$ cat src/rtl/lsu_pkg.sv
// Shared types, funct3 codes and mask helpers for the LSU memory stage.
// Optional misalign trap is enabled by LSU_MISALIGN_TRAP_EN (see lsu_mem_stage).
package lsu_pkg;

  typedef enum logic [1:0] {
    S_IDLE,
    S_REQ,
    S_WAIT,
    S_DONE
  } lsu_state_e;

  localparam logic [2:0] F3_LB  = 3'b000;
  localparam logic [2:0] F3_LH  = 3'b001;
  localparam logic [2:0] F3_LW  = 3'b010;
  localparam logic [2:0] F3_LD  = 3'b011;
  localparam logic [2:0] F3_LBU = 3'b100;
  localparam logic [2:0] F3_LHU = 3'b101;
  localparam logic [2:0] F3_LWU = 3'b110;
  localparam logic [2:0] F3_SB  = 3'b000;
  localparam logic [2:0] F3_SH  = 3'b001;
  localparam logic [2:0] F3_SW  = 3'b010;
  localparam logic [2:0] F3_SD  = 3'b011;

  // Byte strobes for an access of size sz starting at lane off.
  function automatic logic [7:0] size_mask(
    input logic [1:0] sz,
    input logic [2:0] off
  );
    logic [7:0] m;
    m = 8'h00;
    unique case (sz)
      F3_SB[1:0]: m = 8'h01 << off;
      F3_SH[1:0]: m = 8'h03 << off;
      F3_SW[1:0]: m = 8'h0F << off;
      F3_SD[1:0]: m = 8'hFF;
    endcase
    return m;
  endfunction

  // Access not naturally aligned for its size.
  function automatic logic misaligned(
    input logic [1:0] sz,
    input logic [2:0] off
  );
    logic r;
    r = 1'b0;
    unique case (sz)
      F3_LB[1:0]: r = 1'b0;
      F3_LH[1:0]: r = off[0];
      F3_LW[1:0]: r = |off[1:0];
      F3_LD[1:0]: r = |off;
    endcase
    return r;
  endfunction

endpackage

$ cat src/rtl/lsu_mem_stage_if.sv
// Execute / memory / writeback handshake bundle of the LSU memory stage.
// slave = LSU side, master = surrounding pipeline and memory side.
interface lsu_mem_stage_if #(
  parameter int XLEN   = 64,
  parameter int ADDR_W = 64
);
  logic              ex_valid;
  logic              ex_ready;
  logic              ex_is_load;
  logic              ex_is_store;
  logic [2:0]        ex_funct3;
  logic [ADDR_W-1:0] ex_addr;
  logic [XLEN-1:0]   ex_wdata;
  logic              mem_req_valid;
  logic              mem_req_ready;
  logic              mem_req_we;
  logic [ADDR_W-1:0] mem_req_addr;
  logic [XLEN-1:0]   mem_req_wdata;
  logic [7:0]        mem_req_wmask;
  logic              mem_resp_valid;
  logic [XLEN-1:0]   mem_resp_data;
  logic              wb_valid;
  logic              wb_ready;
  logic [XLEN-1:0]   wb_data;
  logic              wb_err;

  modport slave (
    input  ex_valid, ex_is_load, ex_is_store,
    input  ex_funct3, ex_addr, ex_wdata,
    input  mem_req_ready, mem_resp_valid,
    input  mem_resp_data, wb_ready,
    output ex_ready, mem_req_valid, mem_req_we,
    output mem_req_addr, mem_req_wdata,
    output mem_req_wmask, wb_valid, wb_data, wb_err
  );

  modport master (
    output ex_valid, ex_is_load, ex_is_store,
    output ex_funct3, ex_addr, ex_wdata,
    output mem_req_ready, mem_resp_valid,
    output mem_resp_data, wb_ready,
    input  ex_ready, mem_req_valid, mem_req_we,
    input  mem_req_addr, mem_req_wdata,
    input  mem_req_wmask, wb_valid, wb_data, wb_err
  );

endinterface

$ cat src/rtl/lsu_load_align.sv
// Load lane extraction: shift addressed bytes down, truncate, extend.
// Purely combinational; high bytes past the doubleword read as zero.
module lsu_load_align
  import lsu_pkg::*;
#(
  parameter int XLEN = 64
) (
  input  logic [XLEN-1:0] resp_data,
  input  logic [2:0]      off,
  input  logic [2:0]      funct3,
  output logic [XLEN-1:0] ld_data
);

  logic [XLEN-1:0] raw;

  assign raw = resp_data >> {off, 3'b000};

  // Truncate to the access size and sign- or zero-extend.
  always_comb begin
    ld_data = raw;
    unique case (funct3)
      F3_LB:  ld_data = {{(XLEN-8){raw[7]}}, raw[7:0]};
      F3_LH:  ld_data = {{(XLEN-16){raw[15]}}, raw[15:0]};
      F3_LW:  ld_data = {{(XLEN-32){raw[31]}}, raw[31:0]};
      F3_LBU: ld_data = {{(XLEN-8){1'b0}}, raw[7:0]};
      F3_LHU: ld_data = {{(XLEN-16){1'b0}}, raw[15:0]};
      F3_LWU: ld_data = {{(XLEN-32){1'b0}}, raw[31:0]};
      F3_LD, 3'b111: ld_data = raw;
    endcase
  end

endmodule

$ cat src/rtl/lsu_mem_stage.sv
// Multi-cycle load/store unit: registered request, timed wait, writeback.
// Define LSU_MISALIGN_TRAP_EN to fault misaligned accesses without a request.
module lsu_mem_stage
  import lsu_pkg::*;
#(
  parameter int XLEN        = 64,
  parameter int ADDR_W      = 64,
  parameter int TIMEOUT_CYC = 255
) (
  input  logic           clk,
  input  logic           rst,
  lsu_mem_stage_if.slave bus,
  output logic           busy
);

  lsu_state_e        state_q;
  lsu_state_e        state_d;
  logic [15:0]       cnt_q;
  logic [15:0]       cnt_inc;
  logic              tmo;
  logic              req_we_q;
  logic [ADDR_W-1:0] req_addr_q;
  logic [XLEN-1:0]   req_wdata_q;
  logic [7:0]        req_wmask_q;
  logic [2:0]        off_q;
  logic [2:0]        f3_q;
  logic [XLEN-1:0]   wb_data_q;
  logic              wb_err_q;
  logic [XLEN-1:0]   ld_data;
  logic [2:0]        ex_off;
  logic              ex_ls;
  logic              trap;
  logic              issue;

  assign ex_off = bus.ex_addr[2:0];
  assign ex_ls  = bus.ex_is_load | bus.ex_is_store;

`ifdef LSU_MISALIGN_TRAP_EN
  assign trap = misaligned(bus.ex_funct3[1:0], ex_off);
`else
  assign trap = 1'b0;
`endif

  assign issue   = ex_ls & ~trap;
  assign cnt_inc = cnt_q + 16'd1;
  assign tmo     = cnt_inc == 16'(TIMEOUT_CYC);

  lsu_load_align #(
    .XLEN(XLEN)
  ) u_align (
    .resp_data(bus.mem_resp_data),
    .off      (off_q),
    .funct3   (f3_q),
    .ld_data  (ld_data)
  );

  // State register.
  always_ff @(posedge clk or posedge rst) begin
    if (rst) state_q <= S_IDLE;
    else     state_q <= state_d;
  end

  // Next state; a response in the timeout cycle still wins.
  always_comb begin
    state_d = state_q;
    unique case (state_q)
      S_IDLE:
        if (bus.ex_valid)
          state_d = issue ? S_REQ : S_DONE;
      S_REQ:
        if (bus.mem_req_ready) state_d = S_WAIT;
      S_WAIT:
        if (bus.mem_resp_valid || tmo)
          state_d = S_DONE;
      S_DONE:
        if (bus.wb_ready) state_d = S_IDLE;
    endcase
  end

  // Request capture, wait counter and writeback result.
  always_ff @(posedge clk or posedge rst) begin
    if (rst) begin
      cnt_q       <= '0;
      req_we_q    <= 1'b0;
      req_addr_q  <= '0;
      req_wdata_q <= '0;
      req_wmask_q <= '0;
      off_q       <= '0;
      f3_q        <= '0;
      wb_data_q   <= '0;
      wb_err_q    <= 1'b0;
    end else begin
      unique case (state_q)
        S_IDLE:
          if (bus.ex_valid) begin
            wb_data_q <= '0;
            wb_err_q  <= ex_ls & trap;
            if (issue) begin
              req_we_q    <= bus.ex_is_store;
              req_addr_q  <= {bus.ex_addr[ADDR_W-1:3], 3'b000};
              req_wdata_q <= bus.ex_wdata << {ex_off, 3'b000};
              req_wmask_q <= size_mask(bus.ex_funct3[1:0], ex_off);
              off_q       <= ex_off;
              f3_q        <= bus.ex_funct3;
            end
          end
        S_REQ:
          if (bus.mem_req_ready) cnt_q <= '0;
        S_WAIT: begin
          cnt_q <= cnt_inc;
          if (bus.mem_resp_valid) begin
            wb_data_q <= req_we_q ? '0 : ld_data;
            wb_err_q  <= 1'b0;
          end else if (tmo) begin
            wb_data_q <= '0;
            wb_err_q  <= 1'b1;
          end
        end
        S_DONE:
          if (bus.wb_ready) begin
            wb_data_q <= '0;
            wb_err_q  <= 1'b0;
          end
      endcase
    end
  end

  assign bus.ex_ready      = (state_q == S_IDLE) & ~rst;
  assign bus.mem_req_valid = state_q == S_REQ;
  assign bus.mem_req_we    = req_we_q;
  assign bus.mem_req_addr  = req_addr_q;
  assign bus.mem_req_wdata = req_wdata_q;
  assign bus.mem_req_wmask = req_wmask_q;
  assign bus.wb_valid      = state_q == S_DONE;
  assign bus.wb_data       = wb_data_q;
  assign bus.wb_err        = wb_err_q;
  assign busy              = state_q != S_IDLE;

endmodule
$ cat src/flat_wrapper.sv
// flat-port wrapper written by rule: the top's interface ports become plain ports
module lsu_mem_stage_flat import lsu_pkg::*;
#(
  parameter int XLEN        = 64,
  parameter int ADDR_W      = 64,
  parameter int TIMEOUT_CYC = 255
)
  (clk, rst, busy, bus_ex_valid, bus_ex_is_load, bus_ex_is_store, bus_ex_funct3, bus_ex_addr, bus_ex_wdata, bus_mem_req_ready, bus_mem_resp_valid, bus_mem_resp_data, bus_wb_ready, bus_ex_ready, bus_mem_req_valid, bus_mem_req_we, bus_mem_req_addr, bus_mem_req_wdata, bus_mem_req_wmask, bus_wb_valid, bus_wb_data, bus_wb_err);
  lsu_mem_stage_if #(.XLEN(XLEN), .ADDR_W(ADDR_W)) bus_i ();
  input  logic clk;
  input  logic rst;
  output logic busy;
  input wire logic [$bits(bus_i.ex_valid)-1:0] bus_ex_valid;
  input wire logic [$bits(bus_i.ex_is_load)-1:0] bus_ex_is_load;
  input wire logic [$bits(bus_i.ex_is_store)-1:0] bus_ex_is_store;
  input wire logic [$bits(bus_i.ex_funct3)-1:0] bus_ex_funct3;
  input wire logic [$bits(bus_i.ex_addr)-1:0] bus_ex_addr;
  input wire logic [$bits(bus_i.ex_wdata)-1:0] bus_ex_wdata;
  input wire logic [$bits(bus_i.mem_req_ready)-1:0] bus_mem_req_ready;
  input wire logic [$bits(bus_i.mem_resp_valid)-1:0] bus_mem_resp_valid;
  input wire logic [$bits(bus_i.mem_resp_data)-1:0] bus_mem_resp_data;
  input wire logic [$bits(bus_i.wb_ready)-1:0] bus_wb_ready;
  output wire logic [$bits(bus_i.ex_ready)-1:0] bus_ex_ready;
  output wire logic [$bits(bus_i.mem_req_valid)-1:0] bus_mem_req_valid;
  output wire logic [$bits(bus_i.mem_req_we)-1:0] bus_mem_req_we;
  output wire logic [$bits(bus_i.mem_req_addr)-1:0] bus_mem_req_addr;
  output wire logic [$bits(bus_i.mem_req_wdata)-1:0] bus_mem_req_wdata;
  output wire logic [$bits(bus_i.mem_req_wmask)-1:0] bus_mem_req_wmask;
  output wire logic [$bits(bus_i.wb_valid)-1:0] bus_wb_valid;
  output wire logic [$bits(bus_i.wb_data)-1:0] bus_wb_data;
  output wire logic [$bits(bus_i.wb_err)-1:0] bus_wb_err;
  assign bus_i.ex_valid = bus_ex_valid;
  assign bus_i.ex_is_load = bus_ex_is_load;
  assign bus_i.ex_is_store = bus_ex_is_store;
  assign bus_i.ex_funct3 = bus_ex_funct3;
  assign bus_i.ex_addr = bus_ex_addr;
  assign bus_i.ex_wdata = bus_ex_wdata;
  assign bus_i.mem_req_ready = bus_mem_req_ready;
  assign bus_i.mem_resp_valid = bus_mem_resp_valid;
  assign bus_i.mem_resp_data = bus_mem_resp_data;
  assign bus_i.wb_ready = bus_wb_ready;
  assign bus_ex_ready = bus_i.ex_ready;
  assign bus_mem_req_valid = bus_i.mem_req_valid;
  assign bus_mem_req_we = bus_i.mem_req_we;
  assign bus_mem_req_addr = bus_i.mem_req_addr;
  assign bus_mem_req_wdata = bus_i.mem_req_wdata;
  assign bus_mem_req_wmask = bus_i.mem_req_wmask;
  assign bus_wb_valid = bus_i.wb_valid;
  assign bus_wb_data = bus_i.wb_data;
  assign bus_wb_err = bus_i.wb_err;
  lsu_mem_stage #(.XLEN(XLEN), .ADDR_W(ADDR_W), .TIMEOUT_CYC(TIMEOUT_CYC)) u_core (.clk(clk), .rst(rst), .bus(bus_i), .busy(busy));
endmodule
$ cat config.mk
export PLATFORM = sky130hd
export DESIGN_NAME = lsu_mem_stage_flat
export DESIGN_NICKNAME = d
export VERILOG_FILES = /design/src/rtl/lsu_pkg.sv /design/src/rtl/lsu_mem_stage_if.sv /design/src/rtl/lsu_load_align.sv /design/src/rtl/lsu_mem_stage.sv /design/src/flat_wrapper.sv
export SDC_FILE = /design/constraint.sdc
export NUM_CORES = 1
export LEC_CHECK = 0
export BUFFER_PORTS_ARGS = -buffer_cell sky130_fd_sc_hd__buf_2
export CELL_PAD_IN_SITES_DETAIL_PLACEMENT = 0
export CELL_PAD_IN_SITES_GLOBAL_PLACEMENT = 1
export CORE_MARGIN = 1.5
export CORE_UTILIZATION = 37
export DETAILED_ROUTE_END_ITERATION = 6
export PLACE_DENSITY_LB_ADDON = 0.12
export SLEW_MARGIN = 20
export SYNTH_ARGS = -nofsm -noshare
export SYNTH_HDL_FRONTEND = slang
export SYNTH_SLANG_ARGS = --single-unit
$ cat constraint.sdc
create_clock -name clk -period 16.2 [get_ports clk]
set_input_delay 1.62 -clock clk [delete_from_list [all_inputs] [get_ports clk]]
set_output_delay 1.62 -clock clk [all_outputs]
set_load 0.03 [all_outputs]
==> key figures <==
Logic synthesis
  • Most common cell in the synthesized netlist: dfrtp_1
  • Number of synthesized flops with an enable pin: 0
  • Synthesized instance count: 1,184
  • Sequential-to-total area share from yosys stat: 0.4423
  • Prevailing post-synth register cell: dfrtp_1
  • Most used standard cells in the synthesized netlist: 223 x dfrtp_1, 138 x nand2_1, 105 x o21ai_0
  • Fraction of synthesized cell area taken by the top area cell type: 0.4423
  • Number of flip-flops and latches in the synthesized netlist: 223
  • Number of library cell types mapped by synthesis: 54
  • Share of synthesized registers carrying an async set or reset: 1.000
  • Per-instance average area after synthesis: 10.66 um^2
  • Combined area of all synthesized cells: 0.01262 mm^2
  • Leading area contributor after synthesis: dfrtp_1
  • Area contributors post-synth: dfrtp_1 44%, mux2_2 9.1%, mux2i_1 8.0%
  • Number of warnings reported in the yosys synthesis log: 0

Place
  • Area after DPL: 0.01494 mm^2
  • Weighted congestion at the end of routability-driven global placement: 0.8528
  • Sum of net half-perimeters after detailed placement: 29,520 um
  • Count of input and output buffers: 405
  • Inst Count DP: 1,959
  • Pre-CTS setup slack: 11.97 ns

CTS
  • Worst-path clk slew: 0.06 ns
  • Clock latency reported for the late side of the worst-skew pair: 0.55 ns
  • CTS tree: built
  • Number of clock buffers inserted by TritonCTS: 27
  • Number of clock sinks seen by CTS: 223
  • Maximum number of buffers from clock root to sink: 3
  • H-Tree Level Count: 1
  • Total setup buffers inserted after CTS: 0
  • Number of buffers inserted by hold repair at cts: 0
  • CTS Root Buffer Type: clkbuf_16
  • Post_cts resized: 0

Global routing
  • Global route total overflow: 0
  • Vias in the first global route: 10,690
  • Initial antenna violation count: 5
  • Overall routing resource usage: 0.2296
  • Pin count of the biggest net entering global routing: 96
  • Wire length of the first global-routing pass: 63,600 um

Setup path
  • Worst endpoint required time: 16.62 ns
  • Biggest fanout along the worst timing path: 92
  • Setup crit end kind: register
  • Startpoint-to-endpoint class of the critical path: input port to register
  • Arrival time of the worst setup path: 4.12 ns
  • Critical path startpoint category: input port

Worst hold path
  • Worst min-delay path category: register to register

Outcome
  • Run status: finished clean

Finish
  • Multi-input combinational cell area: 0.006588 mm^2
  • Design area: 0.01587 mm^2
  • Final cell count without fillers: 2,012
  • Fill cell count: 3,284
  • Layout net count: 1,753
  • Utilization after layout: 0.4732
  • Area added between synthesis and finish: 25.79%
  • Area occupied by registers: 0.005584 mm^2
  • Share of cells above drive strength 1: 0.3897

Drt
  • First-pass iteration count of the detailed router: 5
  • Count of nets left with antenna violations after detail routing: 0
  • Number of DRC violations after detailed-routing iteration 0: 604
  • Total wire length after detailed routing: 41,100 um
  • Via/cell ratio: 5.292
  • Number of remaining DRC errors: 0
  • Vias after detailed routing: 10,650
  • Final routed wire length divided by cell count: 20.43 um

STA
  • Setup repair after global routing missed its margin: false
  • Total negative slack for setup checks: 0 ns
  • Worst slew pin tran: 1.046 ns
  • Final Max Slew Viols: 0
  • Final hold vios: 0
  • Maximum frequency from static timing analysis: 270.1 MHz
  • Fin crit share: 0.2286
  • Final worst setup slack: 12.50 ns
  • Setup Skew: 0.01459 ns
  • Worst rel slew slack: 0.3028
  • Hold slack: 0.4755 ns
  • Final critical path time including I/O delays and setup: 3.703 ns
  • Final count of negative-setup-slack endpoints: 0

Power
  • Worst ir drop on vdd: 0.0001372 V
  • Pwr Total: 2.998 mW
  • LEAKAGE: 7.800 nW
  • Power per cell area: 188.9 mW/mm^2

Floorplan
  • Core Box Area: 0.03353 mm^2
  • Core Rows: 67
  • Height of the die: 187.7 um
  • Die W: 187.7 um
  • Boundary pin count: 409
  • Full die area: 0.03521 mm^2
  • Initial Util: 0.3762

Job
  • Max-Cap Viols: 0
-- sequential cells by signal, indices dropped and copies added (netlist names) --
name / count
u_core.bus.wb_data: 64
u_core.f3_q: 3
u_core.bus.mem_req_addr: 61
u_core.off_q: 3
u_core.bus.mem_req_we: 1
u_core.bus.wb_err: 1
u_core.state_q: 2
u_core.bus.mem_req_wdata: 64
u_core.bus.mem_req_wmask: 8
u_core.cnt_q: 16
-- final timing paths --
check / to / slack (ns) / depth (start not counted) / from
setup reg to reg: u_core.bus.wb_data[61]$_DFFE_PP0P_ / 12.77 / 8 / u_core.cnt_q[0]$_DFFE_PP0P_
hold reg to reg: u_core.bus.mem_req_wmask[4]$_DFFE_PP0P_ / 0.48 / 2 / u_core.bus.mem_req_wmask[4]$_DFFE_PP0P_
setup / recovery: u_core.bus.mem_req_addr[29]$_DFFE_PP0P_ / 12.50 / 5 / bus_ex_is_store
max in group asynchronous: u_core.bus.mem_req_addr[35]$_DFFE_PP0P_ / 12.86 / 4 / rst
min in group asynchronous: u_core.bus.mem_req_addr[63]$_DFFE_PP0P_ / 1.21 / 2 / rst
hold / removal: u_core.bus.mem_req_wmask[4]$_DFFE_PP0P_ / 0.48 / 2 / u_core.bus.mem_req_wmask[4]$_DFFE_PP0P_
-- cell type report --
cell class | count | area share
flip-flops and latches | 223 | 0.3519
clock inverters | 10 | 0.01009
inverters | 15 | 0.004021
well taps | 448 | 0.03532
repair buffers | 420 | 0.1350
multi-input cells | 853 | 0.4151
clock buffers | 39 | 0.04794
diodes | 4 | 0.0006308
-- kinds of logic (layout without fill, tap and decap cells) --
logic type               Yosys count  after routing  synth area share
AO/OA/AOI/OAI                    292            292            0.1388
multiplexers                     289            289            0.2783
AND/OR/NAND/NOR                  253            253           0.08807
flip-flops                       223            223            0.4423
buffers and inverters            110            484           0.03808
adder cells (fa/ha/maj)           10             10          0.009918
XOR/XNOR                           6              6          0.004166
other                              1              7         0.0002972
-- metal layers --
layer | vias to the layer above | part of all wire | GRT usage
met5 | - | 0.00058 | 0
met4 | 4 | 0.024 | 0.06154
met3 | 57 | 0.076 | 0.05914
met2 | 356 | 0.48 | 0.3821
met1 | 5214 | 0.42 | 0.2964
li1 | 5016 | - | -
-- worst max-delay path: stages --
cell	delay [ns]
buf_2	0.11
o211ai_1	0.22
buf_4	0.71
buf_4	0.91
mux2_2	0.43
-- placed cells by master (no fill, tap or decap), types with 4 or more instances in the layout --
cell type,synthesis,final
o2bb2ai_1,7,7
inv_1,13,12
buf_4,4,16
ha_1,10,10
o21ai_0,105,105
mux2_2,102,102
dfrtp_1,223,220
mux4_2,34,34
nor3_1,7,7
clkbuf_16,0,27
nand4_1,4,4
a22oi_1,10,10
nand3_1,12,12
a21oi_1,92,92
a211oi_1,8,8
o211ai_1,4,4
clkbuf_8,0,4
mux2i_1,101,101
mux2_1,52,52
a22o_1,24,24
nand2_1,138,138
buf_2,12,404
a2bb2oi_1,7,7
o22ai_1,20,20
nor2b_1,8,8
diode_2,0,4
clkbuf_1,59,8
nand2b_1,7,7
nor2_1,59,59
bufinv_16,0,4
-- where the power goes --
group,internal (mW),switching (mW)
sequential,0.754,0.129
combinational,0.511,0.968
clock,0.389,0.246
(Power assumes the default switching activity.)
